<file path="src/rtl/imem_encoder.sv">
// imem_encoder: packs decoded R-I CPU instruction fields into 32-bit MIPS
// words and writes them sequentially into instruction memory.
// Optional feature macro: ENC_CHECKSUM_EN adds a running-XOR checksum port.
module imem_encoder #(
  parameter int ADDR_W = 5,
  parameter int DEPTH  = 32
) (
  input  logic              clk,
  input  logic              rst_n,
  input  logic              clear,
  input  logic              in_valid,
  output logic              in_ready,
  input  logic [1:0]        fmt,
  input  logic [2:0]        alu_op,
  input  logic [4:0]        rs,
  input  logic [4:0]        rt,
  input  logic [4:0]        rd,
  input  logic [15:0]       imm,
  output logic              imem_we,
  output logic [ADDR_W-1:0] imem_addr,
  output logic [31:0]       imem_wdata,
  output logic [ADDR_W:0]   word_cnt,
  output logic              full,
  output logic              err
`ifdef ENC_CHECKSUM_EN
  ,
  output logic [31:0]       checksum
`endif
);

  typedef enum logic {
    IDLE  = 1'b0,
    WRITE = 1'b1
  } state_e;

  localparam logic [ADDR_W:0] DEPTH_C = (ADDR_W+1)'(DEPTH);

  state_e              state_q, state_d;
  logic                we_q, we_d;
  logic [31:0]         wdata_q, wdata_d;
  logic [ADDR_W-1:0]   addr_q, addr_d;
  logic [ADDR_W:0]     cnt_q, cnt_d;
  logic [ADDR_W:0]     cnt_inc;
  logic                full_q, full_d;
  logic                err_q, err_d;
  logic                enc_legal;
  logic [31:0]         enc_word;
`ifdef ENC_CHECKSUM_EN
  logic [31:0]         csum_q, csum_d;
`endif

  // Encode the incoming field bundle into a MIPS word and flag illegal bundles.
  always_comb begin
    // NOTE: every output of a combinational block gets a default first, so no
    // path through the case statements can leave a value held (a latch).
    enc_legal = 1'b1;
    enc_word  = 32'h0;
    unique case (fmt)
      2'd0: begin
        enc_word = {6'b000000, rs, rt, rd, 5'b00000, 6'b000000};
        unique case (alu_op)
          3'b100:  enc_word[5:0] = 6'b100000; // add
          3'b101:  enc_word[5:0] = 6'b100010; // sub
          3'b000:  enc_word[5:0] = 6'b100100; // and
          3'b001:  enc_word[5:0] = 6'b100101; // or
          3'b010:  enc_word[5:0] = 6'b100110; // xor
          3'b011:  enc_word[5:0] = 6'b100111; // nor
          3'b110:  enc_word[5:0] = 6'b101011; // sltu
          default: enc_word[5:0] = 6'b000100; // sllv
        endcase
      end
      2'd1: begin
        enc_word = {6'b000000, rs, rt, imm};
        unique case (alu_op)
          3'b100:  enc_word[31:26] = 6'b001000; // addi
          3'b000:  enc_word[31:26] = 6'b001100; // andi
          3'b010:  enc_word[31:26] = 6'b001110; // xori
          3'b110:  enc_word[31:26] = 6'b001011; // sltiu
          default: enc_legal = 1'b0;            // no immediate form
        endcase
      end
      2'd2:    enc_word = {6'b100011, rs, rt, imm}; // lw
      default: enc_word = {6'b101011, rs, rt, imm}; // sw
    endcase
  end

  // Ready only in IDLE, never once full, and never while clear is asserted.
  assign in_ready = (state_q == IDLE) && !full_q && !clear;
  assign cnt_inc  = cnt_q + (ADDR_W+1)'(1);

  // Next-state logic: clear overrides everything, then accept or retire a write.
  always_comb begin
    state_d = state_q;
    we_d    = 1'b0;
    wdata_d = wdata_q;
    addr_d  = addr_q;
    cnt_d   = cnt_q;
    full_d  = full_q;
    err_d   = err_q;
`ifdef ENC_CHECKSUM_EN
    csum_d  = csum_q;
`endif
    if (clear) begin
      state_d = IDLE;
      addr_d  = '0;
      cnt_d   = '0;
      full_d  = 1'b0;
      err_d   = 1'b0;
`ifdef ENC_CHECKSUM_EN
      csum_d  = 32'h0;
`endif
    end else begin
      unique case (state_q)
        IDLE: begin
          if (in_valid && in_ready) begin
            if (enc_legal) begin
              state_d = WRITE;
              we_d    = 1'b1;
              wdata_d = enc_word;
            end else begin
              err_d = 1'b1;
            end
          end
        end
        default: begin
          // End of the single WRITE cycle: retire the word.
          state_d = IDLE;
          // Saturate rather than wrap when DEPTH equals the full address space.
          addr_d  = (&addr_q) ? addr_q : addr_q + ADDR_W'(1);
          cnt_d   = cnt_inc;
          full_d  = (cnt_inc == DEPTH_C);
`ifdef ENC_CHECKSUM_EN
          csum_d  = csum_q ^ wdata_q;
`endif
        end
      endcase
    end
  end

  // State and registered outputs; async reset also aborts an in-flight write.
  always_ff @(posedge clk or negedge rst_n) begin
    if (!rst_n) begin
      state_q <= IDLE;
      we_q    <= 1'b0;
      wdata_q <= 32'h0;
      addr_q  <= '0;
      cnt_q   <= '0;
      full_q  <= 1'b0;
      err_q   <= 1'b0;
`ifdef ENC_CHECKSUM_EN
      csum_q  <= 32'h0;
`endif
    end else begin
      // NOTE: sequential state uses non-blocking assignments so every flop
      // samples the pre-edge values regardless of statement order.
      state_q <= state_d;
      we_q    <= we_d;
      wdata_q <= wdata_d;
      addr_q  <= addr_d;
      cnt_q   <= cnt_d;
      full_q  <= full_d;
      err_q   <= err_d;
`ifdef ENC_CHECKSUM_EN
      csum_q  <= csum_d;
`endif
    end
  end

  assign imem_we    = we_q;
  assign imem_wdata = wdata_q;
  assign imem_addr  = addr_q;
  assign word_cnt   = cnt_q;
  assign full       = full_q;
  assign err        = err_q;
`ifdef ENC_CHECKSUM_EN
  assign checksum   = csum_q;
`endif

endmodule

</file>
<file path="config.mk">
export PLATFORM = sky130hd
export DESIGN_NAME = imem_encoder
export DESIGN_NICKNAME = d
export VERILOG_FILES = /design/src/rtl/imem_encoder.sv
export SDC_FILE = /design/constraint.sdc
export NUM_CORES = 1
export LEC_CHECK = 0
export CAP_MARGIN = 10
export CORE_AREA = 2 2 91 102
export CTS_CLUSTER_SIZE = 28
export DETAILED_ROUTE_END_ITERATION = 12
export DIE_AREA = 0 0 93 104
export PLACE_DENSITY = 0.58
export SLEW_MARGIN = 5
export SYNTH_ARGS = -nofsm -noshare
export SYNTH_HDL_FRONTEND = slang
export SYNTH_SLANG_ARGS = --single-unit
</file>
<file path="constraint.sdc">
create_clock -name clk -period 2.3 [get_ports clk]
set_input_delay 0.46 -clock clk [delete_from_list [all_inputs] [get_ports clk]]
set_output_delay 0.46 -clock clk [all_outputs]
set_load 0.02 [all_outputs]
</file>
After elaboration in Yosys (flattened, before gate mapping)

Index checks and enable logic that the tools add are counted.

Register bits after elaboration: 46
Output and inout port bits: 47
Logic and storage cells: 56

$add $sub $neg: 2
Equality and inequality tests: 12
Multiplexer cells: 20
Bitwise gates (word level): 2
Reduce and logical (&&, ||, !) cells: 14

Operators with widths:

| operator                                                        | number |
|---|---|
| 32-bit case mux with 3 select lines                             | 1 |
| 6-bit case mux with 7 select lines                              | 1 |
| 4-bit case mux with 4 select lines                              | 1 |
| 5-bit two-way mux                                               | 3 |
| 1-bit two-way mux                                               | 12 |
| 6-bit two-way mux                                               | 2 |
| 3-bit == test, second input constant                            | 3 |
| 6-bit by 1-bit adder with 6-bit output, second input constant   | 1 |
| 3-bit by 2-bit == test with 1-bit output, second input constant | 2 |
| 6-bit == test, second input constant                            | 1 |
| 2-bit inequality test, second input constant                    | 3 |
| 5-bit by 1-bit adder with 5-bit output, second input constant   | 1 |
| 5-bit AND reduction                                             | 1 |
| 4-bit AND reduction                                             | 1 |
| 2-bit nonzero test                                              | 2 |
| 4-bit OR reduction                                              | 1 |
| 3-bit by 1-bit == test with 1-bit output, second input constant | 1 |
| 1-bit logical AND                                               | 3 |
| 3-bit zero test                                                 | 1 |
| 3-bit AND reduction                                             | 1 |
| 2-bit by 1-bit == test with 1-bit output, second input constant | 1 |
| 2-bit == test, second input constant                            | 1 |
| 1-bit zero test                                                 | 2 |
| 2-bit zero test                                                 | 1 |
| 2 further kinds                                                 | 3 |

Logic depth before layout (Yosys ltp)

Gate-level depths: netlist of run 1.

Depth after elaboration: 8
Mapped depth: 8
Mapped depth without buffers: 7

Least setup slack after synthesis of run 1

Ideal clock, no wire load.

Path kind: register -> register
Start: register imem_we (netlist name)
End: register wdata_q[26], in the netlist imem_wdata[26]
Library setup time: 0.126 ns
Arrival time: 1.830 ns
Data required time: 2.174 ns
Path slack: 0.344 ns
Cell stages (with the launch flop): 5
Clock period less this slack: 1.956 ns
Path through: dfrtp_1 -> buf_6 -> nor3_1 -> nand2_1 -> a221o_1

RTL lines:

| element              | line | source |
|---|---|---|
| to (signal assigned) | 158  | `wdata_q <= wdata_d;` |
| to (decl)            | 40   | `logic [31:0] wdata_q, wdata_d;` |

Final worst setup path of run 1

Start: input port clear
End: output port in_ready

Cells in the longest elaborated chain, start to end: 2

RTL lines:

| element           | line | source |
|---|---|---|
| from (decl)       | 10   | `input logic clear,` |
| 1-bit zero test   | 88   | `assign in_ready = (state_q == IDLE) && !full_q && !clear;` |
| 1-bit logical AND | 88   |  |
| to (decl)         | 12   | `output logic in_ready,` |

No other way between the ends.

==> flow_summary.ini, run 1 <==
[clock_network]
htree_levels = 2
cts_inserted_buffers = 5
clk_transition_reported_paths_ns = 0.09
cts.hold.buffers_added = 0
cts_tree = built
cts-root-buf = clkbuf_8
numClockSinks = 45
clkLatencyLatePin_ns = 0.29
cts_buffer_depth = 2
cts_setup_buffers = 0
cts_resized = 0

[worst_setup_path]
worst_setup_path_end_kind = output pin
path_class = primary input to output pin
cp.arrival_ns = 1.83
cpPeakStageDelay_ns = 0.60
crit_chain = clkdlybuf4s50_1 > nor3_1 > buf_4 > clkdlybuf4s50_1
worstPathRequired_ns = 1.84
start_kind = primary input
crit_fanout = 2
cpMostUsedCell = clkdlybuf4s50_1
slowest_stage = clkdlybuf4s50_1

[yosys]
ys_types = 35
synthCells = 195
ys_warn_count = 0
synth_edf_count = 0
syn-num-nets = 239
synth-async-reset-ratio_pct = 100
synth_area_um2 = 2100
ys_ff_latch = 45
synth-main-ff-cell = dfrtp_1
avgSynthCellArea_um2 = 10.8
ys_seq_area_share_pct = 53.5

[finish]
diodes = 0
final_cell_area_um2 = 3210
fin_nets = 327
fillers = 874
areaGrowthSynthToFinish_pct = 52.6
fin_cells = 398
mostFrequentLayoutCell = clkdlybuf4s50_1
drive_gt1_share_pct = 10.9
final_cell_mix = clkdlybuf4s50_1, dfrtp_1, nand2_1, o21ai_0, nor2_1

[routing]
vias_per_cell = 4.17
ant_nets = 0
drt_iter0_drc = 34
drt-total-wl_um = 4980
route.detailed.drc = 0
wl_per_cell_um = 12.5
drtPass1Iterations = 4
routed-via-count = 1658

[placed_design]
dp_cells = 390
placed_area_um2 = 3090
pre_cts_ws_ns = 0.0120
dp_hpwl_um = 3740
port_buffers = 85
globalplace.congestion = 0.732

[power_and_ir_drop]
power.density_nw_per_um2 = 688
leakage_uw = 0.00141
ir_drop_uv = 240

[grt]
antenna_found_initial = 0
grt_pass1_wl_um = 8230
grt_pass1_vias = 1661
grt_max_degree = 46
overflow = 0
grt_usage_pct = 10.6

[die]
die_x_um = 93
initial_utilization_pct = 24.3
core_region_area_um2 = 8650
rows = 36
ios = 87
die_h_um = 104
die-area_um2 = 9670

[sta]
drv_slew = 0
fin_ws_ns = 0.00711
final_hold_viol_count = 0
fin_crit_sh_pct = 99.7
fmax_mhz = 436
maxSlewHeadroom_pct = 61.4
worst_hold_slack_ns = 0.237
finalSetupViolCount = 0
post-route-min-period_ns = 2.29
rsz0062_at_grt = false
fin_skew_ns = 0.00608
tightest_slew_ns = 0.579
setup_tns_ns = 0

[job]
maxCapViolCount = 0

[run_status]
status = complete, no violations

[worst_hold_path]
hp-class = primary input to async pin
per-stage QoR:
stage	util (%)	total power, µW
after floorplan	-	1270
after global placement	35.7	1610
after detailed placement	35.7	1620
final	37.1	2210
after global routing	37.1	2340
after CTS	37.1	2270
critical path, delay by kind of cell:
kind	cells	cell delay, ns
buf+inv	3	1.17
simple gates	1	0.20
synthesized netlist by cell type, types with 4 or more instances:
library cell,number,area share (%)
xnor2_1,5,2.1
o21ai_0,19,4.5
clkbuf_1,6,1.1
mux2i_1,9,4.3
dfrtp_1,45,54
buf_6,4,2.1
mux2_2,4,2.1
nor2_1,16,2.9
a21oi_1,6,1.4
xor2_1,7,2.9
nand4_1,4,1.2
nand2_1,33,5.9
ha_1,4,2.4
mux2_4,6,4.3
registers in the layout (all words and copies together), names as in the netlist:
signal	cells
imem_wdata	31
word_cnt	6
imem_we	1
err	1
full	1
imem_addr	5
metal layers:
metal,routed length [µm],track usage [%]
met1,2130,13.2
met2,2390,17.0
met3,378,3.41
met4,82,4.31
met5,0,0
worst paths after layout:
kind | to | cells after the start | slack, ns | start
min reg2reg | imem_wdata[14] | 2 | 0.49 | imem_wdata[14]
max in group asynchronous | imem_wdata[14] | 2 | 1.66 | rst_n
max reg2reg | imem_addr[3] | 7 | 0.44 | imem_addr[0]
min | word_cnt[1] | 2 | 0.24 | rst_n
max | in_ready | 4 | 0.007 | clear
min in group clk | imem_wdata[14] | 2 | 0.49 | imem_wdata[14]
report_power, final:
group | internal [µW] | total [µW] | switching, µW
registers | 896 | 956 | 59.9
logic | 342 | 637 | 296
clock network | 353 | 617 | 264
area by class of cell:
class                      instances  area [µm²]  share of cell area (%)
multi-input combinational        135         888                    27.7
tap                              114         143                    4.44
inverter                           2        7.51                   0.234
timing repair buffer              94         926                    28.8
clock buffer                       6        82.6                    2.57
sequential                        45        1130                    35.1
clock inverter                     2        37.5                    1.17
cell families after synthesis:
family | after synthesis | synth area share, %
fa+ha+maj | 4 | 2.38
compound gates | 33 | 9.22
flops | 45 | 53.5
other cells | 1 | 0.178
simple gates | 66 | 14.6
buf+inv | 15 | 4.40
xor+xnor | 12 | 4.99
mux | 19 | 10.7
(Power assumes the default switching activity.)
==> run 2: changes to the inputs <==
Settings changed: HOLD_SLACK_MARGIN from default to 0.08.
==> results of run 2 <==
Same layout as run 1: the final DEF is identical, and so are final timing and power.
==> patch 1 (config.mk and constraints of run 2) <==
Make the reset (`rst_n`) synchronous in one clocked block. Comments in the files are not updated.
--- a/src/rtl/imem_encoder.sv
+++ b/src/rtl/imem_encoder.sv
@@ -139,5 +139,5 @@
 
   // State and registered outputs; async reset also aborts an in-flight write.
-  always_ff @(posedge clk or negedge rst_n) begin
+  always_ff @(posedge clk) begin
     if (!rst_n) begin
       state_q <= IDLE;
Formal check against the unedited RTL: differs if rst_n is asserted again (counterexample within 4 cycles, from zero or initial values and one cycle with rst_n low); with rst_n held inactive, the same outputs for 4 cycles.
==> patch 1 against run 2 <==
Global-route usage rose by 1.5 points. Synthesized area shrank 6.1%. Sequential cell count unchanged. Worst setup slack improved by 0.14 ns. Routed wire length rose by 17%. Final area is 3.6% lower.
Power is not compared: it rests on default switching activity, and its combinational part moved more than twofold at a synthesized area within 25%.
==> patch 1: results (changes against run 2) <==
| Metric | Value |
|---|---|
| Number of antenna violations at the first check in global routing | 0 (unchanged) |
| Largest incremental delay on the critical path | 0.71 ns (+0.11 ns) |
| Overall track demand over capacity in global routing | 12.2% (+1.5 points) |
| Number of global-route vias before repair | 1911 (+15%) |
| Slew at the pin with the worst max-slew slack | 0.564 ns (-0.0152 ns) |
| Largest net degree at the start of global routing | 20 (-57%) |
| CP Max Fanout | 15 (+13) |
| Routed met3 length | 284 um (-25%) |
| Cell type of the slowest stage on the worst timing path | sky130_fd_sc_hd__clkdlybuf4s50_1 |
| Cells resized by post-CTS repair | 0 (unchanged) |
| Top cells by area in the synthesized netlist | sky130_fd_sc_hd__dfxtp_1, sky130_fd_sc_hd__a21oi_1, sky130_fd_sc_hd__o21ai_1, sky130_fd_sc_hd__nand2_1, sky130_fd_sc_hd__nand3_1 |
| Outcome | finished clean |
| Layout net count | 360 (+10%) |
| Power in combinational cells | around 0.31 mW |
| Detailed Route Iter0 Violations | 51 (+50%) |
| LEAKAGE | between 1 and 1.5 nW |
| Asr flop ratio synth | 0% (-100 points) |
| CTS buffer count | 5 (unchanged) |
| Worst Path Arrival | 1.70 ns (-0.13 ns) |
| Cell internal power dissipation | roughly 1.3 mW |
| Finish-stage setup viols | 0 (unchanged) |
| Number of nets still failing antenna checks after routing | 0 (unchanged) |
| Most frequently used flop master after synthesis | sky130_fd_sc_hd__dfxtp_1 |
| Max reg flops | 31 (unchanged) |
| Post-DP HPWL | 4280 um (+14%) |
| CTS HTree Levels | 2 (unchanged) |
| Global-route wire length before repair | 9470 um (+15%) |
| Worst vdd ir | about 0.00030 V |
| Yosys warnings | 0 (unchanged) |
| Wire length the detailed router placed on met1 | 2660 um (+25%) |
| Weighted congestion reported at the end of routability-driven placement | 0.770 (+5.1%) |
| Initial DRT Pass Iterations | 4 (unchanged) |
| Fraction of layout instances using a drive strength above 1 | 8.49% (-2.4 points) |
| Synth unique cells | 42 (+20%) |
| Routed wire length | 5830 um (+17%) |
| Cell at the root of the clock tree | sky130_fd_sc_hd__clkbuf_8 |
| Inserted Diodes | 0 (unchanged) |
| Post-detailed-placement cell area | 2980 um2 (-3.7%) |
| Setup Buffers After CTS | 0 (unchanged) |
| Clock Latency Late Sink | around 0.30 ns |
| Leading post-synthesis cells by instance count | sky130_fd_sc_hd__dfxtp_1, sky130_fd_sc_hd__a21oi_1, sky130_fd_sc_hd__nand2_1 |
| Clock-pin slew of the registers on the worst-case setup and hold paths | 0.09 ns (about the same) |
| Family with the most delay on the worst path | buffers and inverters |
| Total number of vias | 1971 (+19%) |
| Class of the most critical hold timing path | reg -> reg |
| Post-Route Skew | 0.00649 ns (+0.000409 ns) |
| Top layer in use | met4 |
| Length of routed met2 wiring | 2790 um (+17%) |
| Power dissipated in the clock network | around 0.63 mW |
| Power, Total | roughly 1.8 mW |
| Quantity of I/O buffers inserted on ports | 85 (unchanged) |
| Post-synthesis net count | 275 (+15%) |
| Sequential cell area fraction in the yosys report | 45.6% (-7.9 points) |
| Number of buffers on the longest clock path | 2 (unchanged) |
-- patch 1: changes by cell type after synthesis, sizes merged, moves of 6 or more --
cell and change:
dfrtp -45, nand2 -9, a21oi +26, mux2 -9, a311oi +6, nand3 +14
dfxtp +45, mux2i -7
-- patch 1: worst paths after layout --
check	startpoint	endpoint	slack, ns	cells after the start
setup / recovery	imem_we	imem_we	0.14	1
hold / removal	imem_wdata[31]	imem_wdata[31]	0.48	2
setup reg to reg	imem_we	imem_wdata[29]	0.55	3
hold reg to reg	imem_wdata[31]	imem_wdata[31]	0.48	2
-- patch 1: per-stage QoR --
step / std cells / worst slack [ns] / hold WS, ns / util (%)
finish: 432 / 0.142 / 0.484 / 35.8
global route: 432 / 0.0506 / 0.496 / 35.8
CTS: 432 / 0.112 / 0.484 / 35.8
detailed placement: 424 / 0.157 / 0.465 / 34.4
global placement: 424 / 0.159 / 0.459 / 34.4
floorplan: 232 / 0.619 / 0.545 / -
-- patch 1: cell type report --
cell class / count / area (um2)
clock buffer: 6 / 82.6
clock inverter: 2 / 37.5
fill: 912 / 5550
inverter: 2 / 7.51
multi-input combinational: 165 / 976
sequential: 45 / 901
tap: 114 / 143
timing repair buffer: 98 / 948
-- patch 1: cell families (layout without fill, tap and decap cells) --
logic type,count (synthesis),after routing,synth area share (%)
adders and majority gates,3,3,1.90
buffers and inverters,22,108,5.51
and+or+nand+nor,82,82,22.0
muxes,3,3,1.58
DFF,45,45,45.6
AOI/OAI and AO/OA,70,70,20.6
other,1,1,0.190
xor gates and xnor gates,6,6,2.66
-- patch 1: layer usage --
metal  vias to the layer above  track usage (%)
met5                         -                0
met4                         0             4.41
met3                         5             2.90
met2                        59             20.4
met1                       906             15.1
li1                       1001                -
==> patch 2 (config.mk and constraints of run 2) <==
Without the edit above. Change the parameter `ADDR_W` from 5 to 3.
--- a/src/rtl/imem_encoder.sv
+++ b/src/rtl/imem_encoder.sv
@@ -3,5 +3,5 @@
 // Optional feature macro: ENC_CHECKSUM_EN adds a running-XOR checksum port.
 module imem_encoder #(
-  parameter int ADDR_W = 5,
+  parameter int ADDR_W = 3,
   parameter int DEPTH  = 32
 ) (
Ports: changed (resized imem_addr and word_cnt); port bits go from 87 to 83. The function was not compared with the original's and may differ.
==> patch 2 against run 2 <==
Sequential cell count down 4. Critical path type unchanged. Final area down 6.5%. Worst setup slack better by 0.047 ns. Synthesized area down 7.1%. Register-to-register slack better by 0.26 ns. Routed wire length up 1.1%. Power down 8.2%. Clock skew down 0.00079 ns. Highest routed layer unchanged. Cell count down 8.8%. Critical path depth down 1.
==> patch 2: results (changes against run 2) <==
| Metric | Value |
|---|---|
| Sequential cell area fraction in the yosys report | 52.5% (-1.0 points) |
| Worst vdd ir | 0.000301 V (+25%) |
| Worst hold margin | 0.133 ns (-0.104 ns) |
| Slew at the pin with the worst max-slew slack | 0.510 ns (-0.0695 ns) |
| Post-detailed-placement cell area | 2930 um2 (-5.3%) |
| Class of the most critical hold timing path | in -> async |
| Post-synthesis instance total | 162 (-17%) |
| Detailed Route Iter0 Violations | 24 (-29%) |
| Routed length per placed instance | 13.9 um (+11%) |
| Post-DP HPWL | 3730 um (-0.17%) |
| Outcome | finished clean |
| Overall track demand over capacity in global routing | 10.8% (+0.11 points) |
| Worst r2r src | imem_we |
| Post-synthesis net count | 206 (-14%) |
| Fraction of layout instances using a drive strength above 1 | 18.9% (+8.0 points) |
| Worst r2r path cells | 4 (-3) |
| Register-to-Register Setup Slack | 0.70 ns (+0.26 ns) |
| Post-Route Skew | 0.00529 ns (-0.000790 ns) |
| CP Max Fanout | 3 (+1) |
| Leading post-synthesis cells by instance count | sky130_fd_sc_hd__dfrtp_1, sky130_fd_sc_hd__mux2_2, sky130_fd_sc_hd__a21oi_1 |
| Top cells by area in the synthesized netlist | sky130_fd_sc_hd__dfrtp_1, sky130_fd_sc_hd__mux2_2, sky130_fd_sc_hd__mux2i_1, sky130_fd_sc_hd__a21boi_0, sky130_fd_sc_hd__a31o_2 |
| Largest net degree at the start of global routing | 22 (-52%) |
| Number of global-route vias before repair | 1595 (-4.0%) |
| Cell Count, Final, Fillers Out | 363 (-8.8%) |
| Quantity of I/O buffers inserted on ports | 81 (-4.7%) |
| Synth unique cells | 42 (+20%) |
| Worst slack, placed | 0.0140 ns (+0.00201 ns) |
| Worst Path Arrival | 1.79 ns (-0.04 ns) |
| Layout net count | 294 (-10%) |
| LEAKAGE | 1.24 nW (-12%) |
| Global-route wire length before repair | 8220 um (about the same) |
| Total number of vias | 1538 (-7.2%) |
| Largest incremental delay on the critical path | 0.63 ns (+0.03 ns) |
| Weighted congestion reported at the end of routability-driven placement | 0.707 (-3.5%) |
| Number of buffers on the longest clock path | 2 (unchanged) |
| Reg2Reg Capture Point | imem_wdata[24] |
-- patch 2: how the worst max path moves through the flow --
stage	start	endpoint	slack, ns	depth (start not counted)
detailed placement	clear	imem_wdata[26]	0.01	4
finish	clear	in_ready	0.05	3
global placement	clear	imem_wdata[26]	0.03	4
floorplan	imem_we	imem_wdata[19]	0.54	6
global route	clear	in_ready	0.02	3
CTS	clear	in_ready	0.05	3
-- patch 2: cell type report --
type	instances	area, um2
clock inverter	1	5.00
timing repair buffer	92	901
clock buffer	5	68.8
inverter	3	12.5
tap	114	143
fill	879	5650
multi-input combinational	107	846
sequential	41	1030
-- patch 2: cells by family (layout without fill, tap and decap cells) --
| kind of cell | count (synthesis) | in the layout | share of synthesized area (%) |
|---|---|---|---|
| AO/OA/AOI/OAI | 42 | 42 | 15.7 |
| flip-flops | 41 | 41 | 52.5 |
| AND/OR/NAND/NOR | 31 | 31 | 9.34 |
| multiplexers | 23 | 23 | 12.7 |
| buffers and inverters | 14 | 101 | 4.29 |
| XOR/XNOR | 6 | 6 | 2.69 |
| adder cells (fa/ha/maj) | 4 | 4 | 2.56 |
| other | 1 | 1 | 0.192 |
-- patch 2: critical path, delay by kind of cell --
kind | cells | cell delay, ns
and+or+nand+nor | 1 | 0.21
buffers and inverters | 2 | 1.12
-- patch 2: per-layer routing --
metal	GRT usage (%)	vias to the layer above	share of wire, %
met3	3.62	5	6.2
met1	13.2	738	44
li1	-	751	-
met2	17.9	44	49
met5	0	-	0
met4	3.15	0	0.67
-- patch 2: report_power, final --
part	switching [mW]	internal, mW	total, mW
logic	0.313	0.374	0.687
clock network	0.244	0.200	0.444
registers	0.0655	0.832	0.898
total	0.622	1.41	2.03
